===== src/rtl/dense_sequencer.sv =====
// Sequencer for one fully-connected layer: per neuron, a bias read, IN_LEN
// time-multiplexed signed MACs, then rescale, saturate, optional ReLU and write.
module dense_sequencer #(
  parameter int  IN_LEN    = 784,
  parameter int  OUT_LEN   = 128,
  parameter int  DATA_W    = 16,
  parameter int  FRAC_BITS = 8,
  parameter int  ACC_W     = 48,
  parameter bit  RELU      = 1'b1,
  localparam int IA_W      = (IN_LEN > 1) ? $clog2(IN_LEN) : 1,
  localparam int WA_W      = (IN_LEN * OUT_LEN > 1) ? $clog2(IN_LEN * OUT_LEN) : 1,
  localparam int BA_W      = (OUT_LEN > 1) ? $clog2(OUT_LEN) : 1
) (
  input  logic              clock,
  input  logic              reset_n,
  input  logic              start,
  input  logic              abort,
  output logic              busy,
  output logic              done,
  output logic              rd_en,
  output logic [IA_W-1:0]   in_addr,
  input  logic [DATA_W-1:0] in_data,
  output logic [WA_W-1:0]   w_addr,
  input  logic [DATA_W-1:0] w_data,
  output logic [BA_W-1:0]   b_addr,
  input  logic [DATA_W-1:0] b_data,
  output logic              out_we,
  output logic [BA_W-1:0]   out_addr,
  output logic [DATA_W-1:0] out_data
);

  if (ACC_W < 2 * DATA_W + $clog2(IN_LEN) + 1) begin : g_acc_width_check
    $error("dense_sequencer: ACC_W too narrow for IN_LEN products");
  end

  typedef enum logic [2:0] {
    S_IDLE,
    S_BIAS,
    S_MAC,
    S_DRAIN,
    S_WRITE,
    S_DONE
  } state_e;

  localparam logic signed [ACC_W-1:0] SAT_MAX = {{(ACC_W-DATA_W+1){1'b0}}, {(DATA_W-1){1'b1}}};
  localparam logic signed [ACC_W-1:0] SAT_MIN = {{(ACC_W-DATA_W+1){1'b1}}, {(DATA_W-1){1'b0}}};

  state_e                   state_q, state_d;
  logic [BA_W-1:0]          o_q, o_d;
  logic [IA_W-1:0]          j_q, j_d;
  logic [WA_W-1:0]          w_addr_q, w_addr_d;
  logic signed [ACC_W-1:0]  acc_q, acc_d;

  logic signed [2*DATA_W-1:0] prod;
  logic signed [ACC_W-1:0]    prod_ext;
  logic signed [ACC_W-1:0]    bias_ext;
  logic signed [ACC_W-1:0]    shifted;
  logic [DATA_W-1:0]          sat_val;
  logic [DATA_W-1:0]          result;

  // Operands arriving this cycle belong to the read issued on the previous cycle.
  assign prod     = $signed(in_data) * $signed(w_data);
  assign prod_ext = ACC_W'(prod);
  assign bias_ext = ACC_W'($signed(b_data)) <<< FRAC_BITS;

  always_comb begin
    shifted = acc_q >>> FRAC_BITS;
    if (shifted > SAT_MAX) begin
      sat_val = SAT_MAX[DATA_W-1:0];
    end else if (shifted < SAT_MIN) begin
      sat_val = SAT_MIN[DATA_W-1:0];
    end else begin
      sat_val = shifted[DATA_W-1:0];
    end
    result = (RELU && sat_val[DATA_W-1]) ? '0 : sat_val;
  end

  always_comb begin
    // NOTE: every variable gets a default before the case so no path leaves one unassigned (no latch).
    state_d  = state_q;
    o_d      = o_q;
    j_d      = j_q;
    w_addr_d = w_addr_q;
    acc_d    = acc_q;
    if (abort) begin
      state_d = S_IDLE;
    end else begin
      unique case (state_q)
        S_IDLE: begin
          if (start) begin
            o_d      = '0;
            w_addr_d = '0;
            state_d  = S_BIAS;
          end
        end
        S_BIAS: begin
          j_d = '0;
          // w_addr holds the last issued weight; step onto this neuron's row.
          if (o_q != '0) w_addr_d = w_addr_q + WA_W'(1);
          state_d = S_MAC;
        end
        S_MAC: begin
          acc_d = (j_q == '0) ? bias_ext : acc_q + prod_ext;
          if (j_q == IA_W'(IN_LEN - 1)) begin
            state_d = S_DRAIN;
          end else begin
            j_d      = j_q + IA_W'(1);
            w_addr_d = w_addr_q + WA_W'(1);
          end
        end
        S_DRAIN: begin
          acc_d   = acc_q + prod_ext;
          state_d = S_WRITE;
        end
        S_WRITE: begin
          if (o_q == BA_W'(OUT_LEN - 1)) begin
            state_d = S_DONE;
          end else begin
            o_d     = o_q + BA_W'(1);
            state_d = S_BIAS;
          end
        end
        S_DONE:  state_d = S_IDLE;
        default: state_d = S_IDLE;
      endcase
    end
  end

  // NOTE: sequential state uses non-blocking assignments so all registers update from pre-edge values.
  always_ff @(posedge clock or negedge reset_n) begin
    if (!reset_n) begin
      state_q  <= S_IDLE;
      o_q      <= '0;
      j_q      <= '0;
      w_addr_q <= '0;
      acc_q    <= '0;
    end else begin
      state_q  <= state_d;
      o_q      <= o_d;
      j_q      <= j_d;
      w_addr_q <= w_addr_d;
      acc_q    <= acc_d;
    end
  end

  assign busy     = (state_q == S_BIAS) || (state_q == S_MAC) ||
                    (state_q == S_DRAIN) || (state_q == S_WRITE);
  assign done     = (state_q == S_DONE) && !abort;
  assign rd_en    = (state_q == S_BIAS) || (state_q == S_MAC);
  assign in_addr  = j_q;
  assign w_addr   = w_addr_q;
  assign b_addr   = o_q;
  assign out_we   = (state_q == S_WRITE) && !abort;
  assign out_addr = o_q;
  assign out_data = out_we ? result : '0;

endmodule


===== config.mk =====
export PLATFORM = sky130hd
export DESIGN_NAME = dense_sequencer
export DESIGN_NICKNAME = d
export VERILOG_FILES = /design/src/rtl/dense_sequencer.sv
export SDC_FILE = /design/constraint.sdc
export NUM_CORES = 1
export LEC_CHECK = 0
export ABC_AREA = 1
export BUFFER_PORTS_ARGS = -buffer_cell sky130_fd_sc_hd__buf_2
export CAP_MARGIN = 30
export CORE_ASPECT_RATIO = 0.8
export CORE_MARGIN = 3
export CORE_UTILIZATION = 25
export CTS_BUF_LIST = sky130_fd_sc_hd__clkbuf_4
export DETAILED_ROUTE_END_ITERATION = 16
export PLACE_DENSITY_LB_ADDON = 0.2
export SYNTH_ARGS = -nofsm -noshare
export SYNTH_HDL_FRONTEND = slang
export SYNTH_SLANG_ARGS = --single-unit

===== constraint.sdc =====
create_clock -name clock -period 5.4 [get_ports clock]
set_clock_uncertainty 0.1 [all_clocks]
set_input_delay 0.81 -clock clock [delete_from_list [all_inputs] [get_ports clock]]
set_output_delay 0.81 -clock clock [all_outputs]
set_load 0.03 [all_outputs]

# == Word-level counts from Yosys, hierarchy flattened ==
# Cells that the tools add are included.
# classes
n_addsub,4
magnitude_cmp,2
reduce_logical,18
mul,1
eq_ne,13
muxes,20
n_bitwise,1
# op_table
cell,count
$pmux 48 s2,1
$mux 17,3
$pmux 17 s3,1
$add 48x32->48,1
$mux 48,1
$gt 40x16->1 const B,1
$lt 40x16->1 const B,1
$mul 16x16->32,1
$mux 16,2
$mux 15,2
$pmux 10 s2,1
$add 17x1->17 const B,1
$pmux 3 s5,1
$mux 7,2
$pmux 7 s2,1
$mux 3,4
$add 10x1->10 const B,1
$eq 10x10->1 const B,1
$logic_not 10->1,1
$mux 10,1
$ne 2x2->1 const B,4
$add 7x1->7 const B,1
$eq 7x7->1 const B,1
$reduce_bool 7->1,1
other kinds (15),24
# totals
out_inout_bits,61
wordCells,64
regBits,85

# == Longest topological paths before layout ==
# Gate-level depths: netlist (run 1).
# depth
depth_word,5
ltp_mapped,30
ltp_nobuf,28

# == Worst setup path after synthesis (run 1) ==
# Ideal clock, no wire load.
# synth_timing
path_type,input port to flip-flop
from,in in_data[15]
to,reg acc_q[44]
path_buffers,2
slack_ps,-1711
path_stages,26
t_required_ps,5180
arrival_time_ps,6891
path_cell_list,buf_2 -> clkbuf_1 -> nand2_1 -> inv_1 -> fa_1 -> inv_1 -> fa_1 -> fa_1 -> fa_1 -> inv_1 -> fa_1 -> inv_1 -> fa_1 -> inv_1 -> ha_1 -> nand2_1 -> nor2_1 -> nand2_1 -> inv_1 -> nand2_1 -> nor2_1 -> nand2_1 -> nand3_1 -> nand2_1 -> nand3_1 -> a21oi_2
# synth_between
elab_chain_cells,4
# synth_lines
item,line,text
start: declaration,22,"input logic [DATA_W-1:0] in_data,"
$mul 16x16->32 (*),62,assign prod = $signed(in_data) * $signed(w_data);
$add 48x32->48 (*),"103, 112",
$mux 48,103,acc_d = (j_q == '0) ? bias_ext : acc_q + prod_ext;
$pmux 48 s2 (*),88,unique case (state_q)
end signal: assignment,136,acc_q <= '0;
end signal: assignment,142,acc_q <= acc_d;
end: declaration,52,"logic signed [ACC_W-1:0] acc_q, acc_d;"
# Every way passes the cells marked *; elsewhere a longest branch is shown, timed or not.
# A chain may end at the register's enable or synchronous reset.

# == Worst setup path after layout (run 1) ==
# layout_timing
from,in w_data[5]
to,reg acc_q[29]
# layout_between
elab_chain_cells,4
# layout_lines
item,line,text
start: declaration,24,"input logic [DATA_W-1:0] w_data,"
$mul 16x16->32 (*),62,
$add 48x32->48 (*),"103, 112",
$mux 48,103,
$pmux 48 s2 (*),88,
# Marks and branches as above.

==> flow_metrics.tcl, run 1 <==
set metrics [dict create \
    crit_path_start_kind "input port" \
    reg2reg_depth 21 \
    setup_viol 32 \
    reg2reg_to "acc_q[47]$_DFFE_PN0P_" \
    critPathRequiredTime_ps 5710 \
    yosysTopAreaCell "fa_1" \
    finalMaxSlewViolations 0 \
    syn_area_um2 20200 \
    antenna_found_initial 2 \
    multi_input_area_um2 16600 \
    yosys-top-cells-area "fa_1 36%, inv_1 15%, nand2_1 13%, dfrtp_1 11%, ha_1 8.4%" \
    cts_buffers 9 \
    async_reset_ff_frac 1.00 \
    synthCells 2730 \
    vias_per_cell 4.27 \
    status "finished with violations" \
    wl_per_cell_um 16.3 \
    vias 17400 \
    cts_tree "yes" \
    yosysTopAreaCellShare 0.359 \
    synth_common_cells "797 x inv_1, 686 x nand2_1, 362 x fa_1" \
    r2r_setup_slack_ps 460 \
    endpoint_kind "register" \
    timing.rr.start "acc_q[15]$_DFFE_PN0P_" \
    core_area_um2 79400 \
    yosysMostFrequentCell "inv_1" \
    synth_flop_cell "dfrtp_1" \
    arrival_ps 6080 \
    htree_levels 3 \
    clkSinkCount 85 \
    cts.clk_slew.worst_paths_ps 210 \
    drt_iter0_markers 953 \
    die_x_um 324 \
    fin_crit_sh 1.07 \
    place_congestion 0.878 \
    hold_viol 0 \
    fmax_mhz 173 \
    regArea_um2 2130 \
    io_pins 113 \
    insertion_delay_ps 550 \
    firstDrtPassIters 5 \
    tns_ps -7580 \
    dieArea_um2 84300 \
    syn2layout_area_growth_pct 31.1 \
    dp_hpwl_um 56900 \
    drive_gt1_frac 0.297 \
    syn_nets 3280 \
    nets 3576 \
    fp.dieH_um 260 \
    relSlewSlack 0.367 \
    synth-edff-count 0 \
    fill_cells 8575 \
    worst_slew_pin_slew_ps 940 \
    rsz0062_at_grt "yes" \
    rows 92 \
    place.port_buffers 111 \
    overflow 0 \
    seq_area_frac_synth 0.105 \
    fin_crit_ps 5770 \
    gr-usage-all-layers 0.162 \
    grt_pass1_vias 17900 \
    grt_max_degree 59 \
    setup_slack_ps -369 \
    violations "negative setup slack" \
    grt_pass1_wl_um 106000 \
    final_antenna_net_count 0 \
    hold_buffers 0 \
    ys_types 50 \
    avgSynthCellArea_um2 7.40 \
    worstPathMaxFanout 5 \
    wl_um 66100 \
    route.detailed.drc 0 \
    clockRootBuffer "clkbuf_4" \
    synth_warnings 0 \
    start_util 0.254 \
    maxCapViolCount 0 \
    crit_start "w_data[5]" \
    worstSetupPathType "in -> reg" \
    hold_path_class "in -> async" \
    clock_path_buffers 2 \
    ys_ff_latch 85 \
]
==> flip-flops by register name, indices dropped and copies added, names as in the netlist <==
name     count
state_q      3
b_addr       7
in_addr     10
acc_q       48
w_addr      17
==> critical path: stages <==
cell and delay, ps:
buf_12 130, nand2_4 70, inv_4 30, fa_1 560, inv_2 50, fa_2 550, buf_6 160, buf_6 120
fa_1 470, inv_1 50, fa_1 480, fa_1 510, inv_1 50, fa_1 520, inv_2 50, ha_4 310
buf_6 130, nand2_8 60, nor2_4 170, nand2_2 110, buf_6 130, nor2_4 110, nand2_2 80, nand3_4 110
a21oi_2 60, o21ai_1 120, a21oi_2 70
==> per-stage QoR <==
step | hold WS, ps | instance area [µm²] | cells | worst slack [ps] | util
after floorplan | 356 | 21600 | 2730 | -1010 | -
after global placement | 376 | 24600 | 4003 | -1210 | 0.309
after detailed placement | 377 | 24600 | 4003 | -1180 | 0.309
after CTS | 208 | 25700 | 4044 | -277 | 0.324
after global routing | 211 | 26500 | 4066 | -528 | 0.334
final | 198 | 26500 | 4067 | -369 | 0.334
==> cells in the final DEF, fill, tap and decap left out, types with 39 or more instances in the layout <==
| master | instances |
|---|---|
| inv_1 | 692 |
| nand2_1 | 535 |
| fa_1 | 348 |
| buf_4 | 204 |
| inv_2 | 114 |
| nand2_2 | 108 |
| nor2_1 | 97 |
| ha_1 | 95 |
| buf_2 | 86 |
| dfrtp_1 | 85 |
| nand3_1 | 77 |
| nand2_4 | 53 |
| buf_6 | 44 |
| a21oi_2 | 40 |
| ha_4 | 39 |
==> repair_timing <==
action                                  4_1_cts  5_1_grt
buffers inserted                             22       19
hold endpoints to repair                      0        0
resized for setup                           218      188
gates cloned                                  4        2
endpoints found under the setup margin       38       39
pin swaps                                   143       81
==> per-layer routing <==
layer | track usage | vias up | wire length [µm]
met2 | 0.237 | 327 | 26900
met5 | 0 | - | 0
met3 | 0.0178 | 20 | 3340
li1 | - | 8503 | -
met1 | 0.264 | 8511 | 35600
met4 | 0.0101 | 0 | 286
==> final cells by class <==
type	instances	share of cell area
well taps	1034	0.0488
multi-input cells	1741	0.625
diodes	2	0.000189
inverters	813	0.116
flip-flops and latches	85	0.0802
repair buffers	376	0.125
clock inverters	7	0.00278
clock buffers	9	0.00255
==> worst max-delay path by stage <==
| stage | to | slack (ps) | depth (start not counted) |
|---|---|---|---|
| after floorplan | acc_q[46]$_DFFE_PN0P_ | -1010 | 26 |
| after global placement | acc_q[44]$_DFFE_PN0P_ | -1210 | 25 |
| after detailed placement | acc_q[47]$_DFFE_PN0P_ | -1180 | 25 |
| after CTS | acc_q[47]$_DFFE_PN0P_ | -280 | 25 |
| after global routing | acc_q[37]$_DFFE_PN0P_ | -530 | 26 |
| final | acc_q[29]$_DFFE_PN0P_ | -370 | 27 |
==> cell families (layout without fill, tap and decap cells) <==
family / Yosys count / in the layout / share of synthesized area
adder cells (fa/ha/maj): 498 / 498 / 0.443
AO/OA/AOI/OAI: 161 / 161 / 0.0478
other: 1 / 3 / 0.000186
AND/OR/NAND/NOR: 1053 / 1053 / 0.220
buffers and inverters: 904 / 1205 / 0.172
XOR/XNOR: 28 / 28 / 0.0121
flip-flops: 85 / 85 / 0.105
Power of run 1 is not shown: default switching activity piles up to over one toggle a cycle in this logic, so the estimate is an artifact.
==> run 2: changes to the inputs <==
REMOVE_ABC_BUFFERS = 1   (was default)
==> run 2 against run 1 <==
Compared with the run above:
- the flow still finishes with violations (negative setup slack)
- wire length hardly changed
- worst setup slack worse by 13 ps
- largest cell class unchanged
- worst hold slack better by 46 ps
- non-clock buffer count is 7 higher
- first-iteration DRC count is 14% higher
- count of clock-buffer cells in the layout is 1 higher
- register-to-register slack better by 100 ps
- cell count hardly changed
==> flow_metrics.tcl, run 2 (synthesis results as in run 1) <==
set metrics [dict create \
    status "finished with violations" \
    violations "negative setup slack" \
    place.port_buffers 111 \
    cts_tree "yes" \
    gr-usage-all-layers 0.162 \
    vias 17400 \
    start_util 0.254 \
    firstDrtPassIters 5 \
    crit_family "adder cells" \
    critPathRequiredTime_ps 5750 \
    vias_per_cell 4.28 \
    crit_path_start_kind "input port" \
    hold_viol 0 \
    antenna_found_initial 1 \
    maxCapViolCount 0 \
    final_area_um2 26900 \
    final_antenna_net_count 0 \
    clock_path_buffers 2 \
    rsz0062_at_grt "yes" \
    largest_register_ffs 48 \
    fmax_mhz 173 \
    dp_hpwl_um 56300 \
    setup_slack_ps -382 \
    worstSetupPathType "in -> reg" \
    clkSinkCount 85 \
    worst_slew_pin_slew_ps 763 \
    fin_crit_ps 5780 \
    nets 3583 \
    relSlewSlack 0.491 \
    regMostFlops "acc_q" \
    final_common_cell "inv_1" \
    wl_per_cell_um 16.3 \
    fp.dieH_um 260 \
    endpoint_kind "register" \
    finalMaxSlewViolations 0 \
    final_cell_mix "684 x inv_1, 492 x nand2_1, 348 x fa_1" \
    grtUsageMet2 0.242 \
    hold_path_class "in -> async" \
    cp.buffers_inverters 9 \
    overflow 0 \
    rows 92 \
    pre_cts_slack_ps -1610 \
    fin_crit_sh 1.07 \
    grt_max_degree 52 \
    placed_area_um2 23500 \
    arrival_ps 6130 \
    crit_path_top_delay_cell "fa_2" \
    grt_pass1_vias 18000 \
    route.detailed.drc 0 \
    dieArea_um2 84300 \
    worstPathMaxFanout 6 \
    core_area_um2 79400 \
    wl_um 66200 \
    tns_ps -8470 \
    die_x_um 324 \
    htree_levels 3 \
    place_congestion 0.854 \
    syn2layout_area_growth_pct 33.2 \
    grt_pass1_wl_um 106000 \
    slowest_delay_ps 610 \
    drive_gt1_frac 0.326 \
    r2r_setup_slack_ps 560 \
    clockRootBuffer "clkbuf_4" \
    setup_viol 34 \
    use_met1 0.254 \
    busiest_layer "met1" \
    gr-usage-met3 0.0207 \
    cts.clk_slew.worst_paths_ps 170 \
    insertion_delay_ps 530 \
    drt_iter0_markers 1087 \
    cts_buffers 9 \
    io_pins 113 \
]
-- run 2: cell types whose count changed in the layout (fill, tap and decap cells not counted), sizes merged --
cell / before / now
buf: 373 / 380
bufinv: 0 / 1
clkbuf: 12 / 13
diode: 2 / 1
inv: 816 / 812
-- run 2: stage by stage --
stage | std cells | utilization | hold slack, ps
floorplan | 2639 | - | 356
global placement | 4006 | 0.295 | 378
detailed placement | 4006 | 0.295 | 379
CTS | 4054 | 0.327 | 224
global route | 4071 | 0.339 | 254
finish | 4071 | 0.339 | 244
-- run 2: repair_timing --
action / 4_1_cts / 5_1_grt
pin swaps: 265 / 246
hold buffers: 0 / 0
resized for setup: 555 / 248
cloned: 3 / 1
endpoints found under the hold margin: 0 / 0
buffers inserted: 32 / 19
endpoints found under the setup margin: 37 / 40
-- run 2: worst paths after layout --
path | startpoint | endpoint | cells after the start
setup reg to reg | acc_q[15]$_DFFE_PN0P_ | acc_q[37]$_DFFE_PN0P_ | 23
hold / removal | reset_n | acc_q[5]$_DFFE_PN0P_ | 1
min in group clock | acc_q[0]$_DFFE_PN0P_ | acc_q[0]$_DFFE_PN0P_ | 2
hold reg to reg | acc_q[0]$_DFFE_PN0P_ | acc_q[0]$_DFFE_PN0P_ | 2
max in group asynchronous | reset_n | acc_q[22]$_DFFE_PN0P_ | 2
setup / recovery | in_data[15] | acc_q[36]$_DFFE_PN0P_ | 25
-- run 2: layout make-up --
cell class | count | area [µm²]
Tap cell | 1034 | 1290
Timing Repair Buffer | 383 | 3220
Clock inverter | 4 | 51.3
Antenna cell | 1 | 2.50
Sequential cell | 85 | 2130
Clock buffer | 10 | 75.1
Inverter | 813 | 3080
Multi-Input combinational cell | 1741 | 17100
Fill cell | 8411 | 52500
-- run 2: metal layers --
layer / share of wire / up-vias
met1: 0.52 / 8563
met2: 0.42 / 312
met5: 0 / -
met3: 0.049 / 28
li1: - / 8501
met4: 0.0078 / 0
Power of run 2 is left out for the same reason.
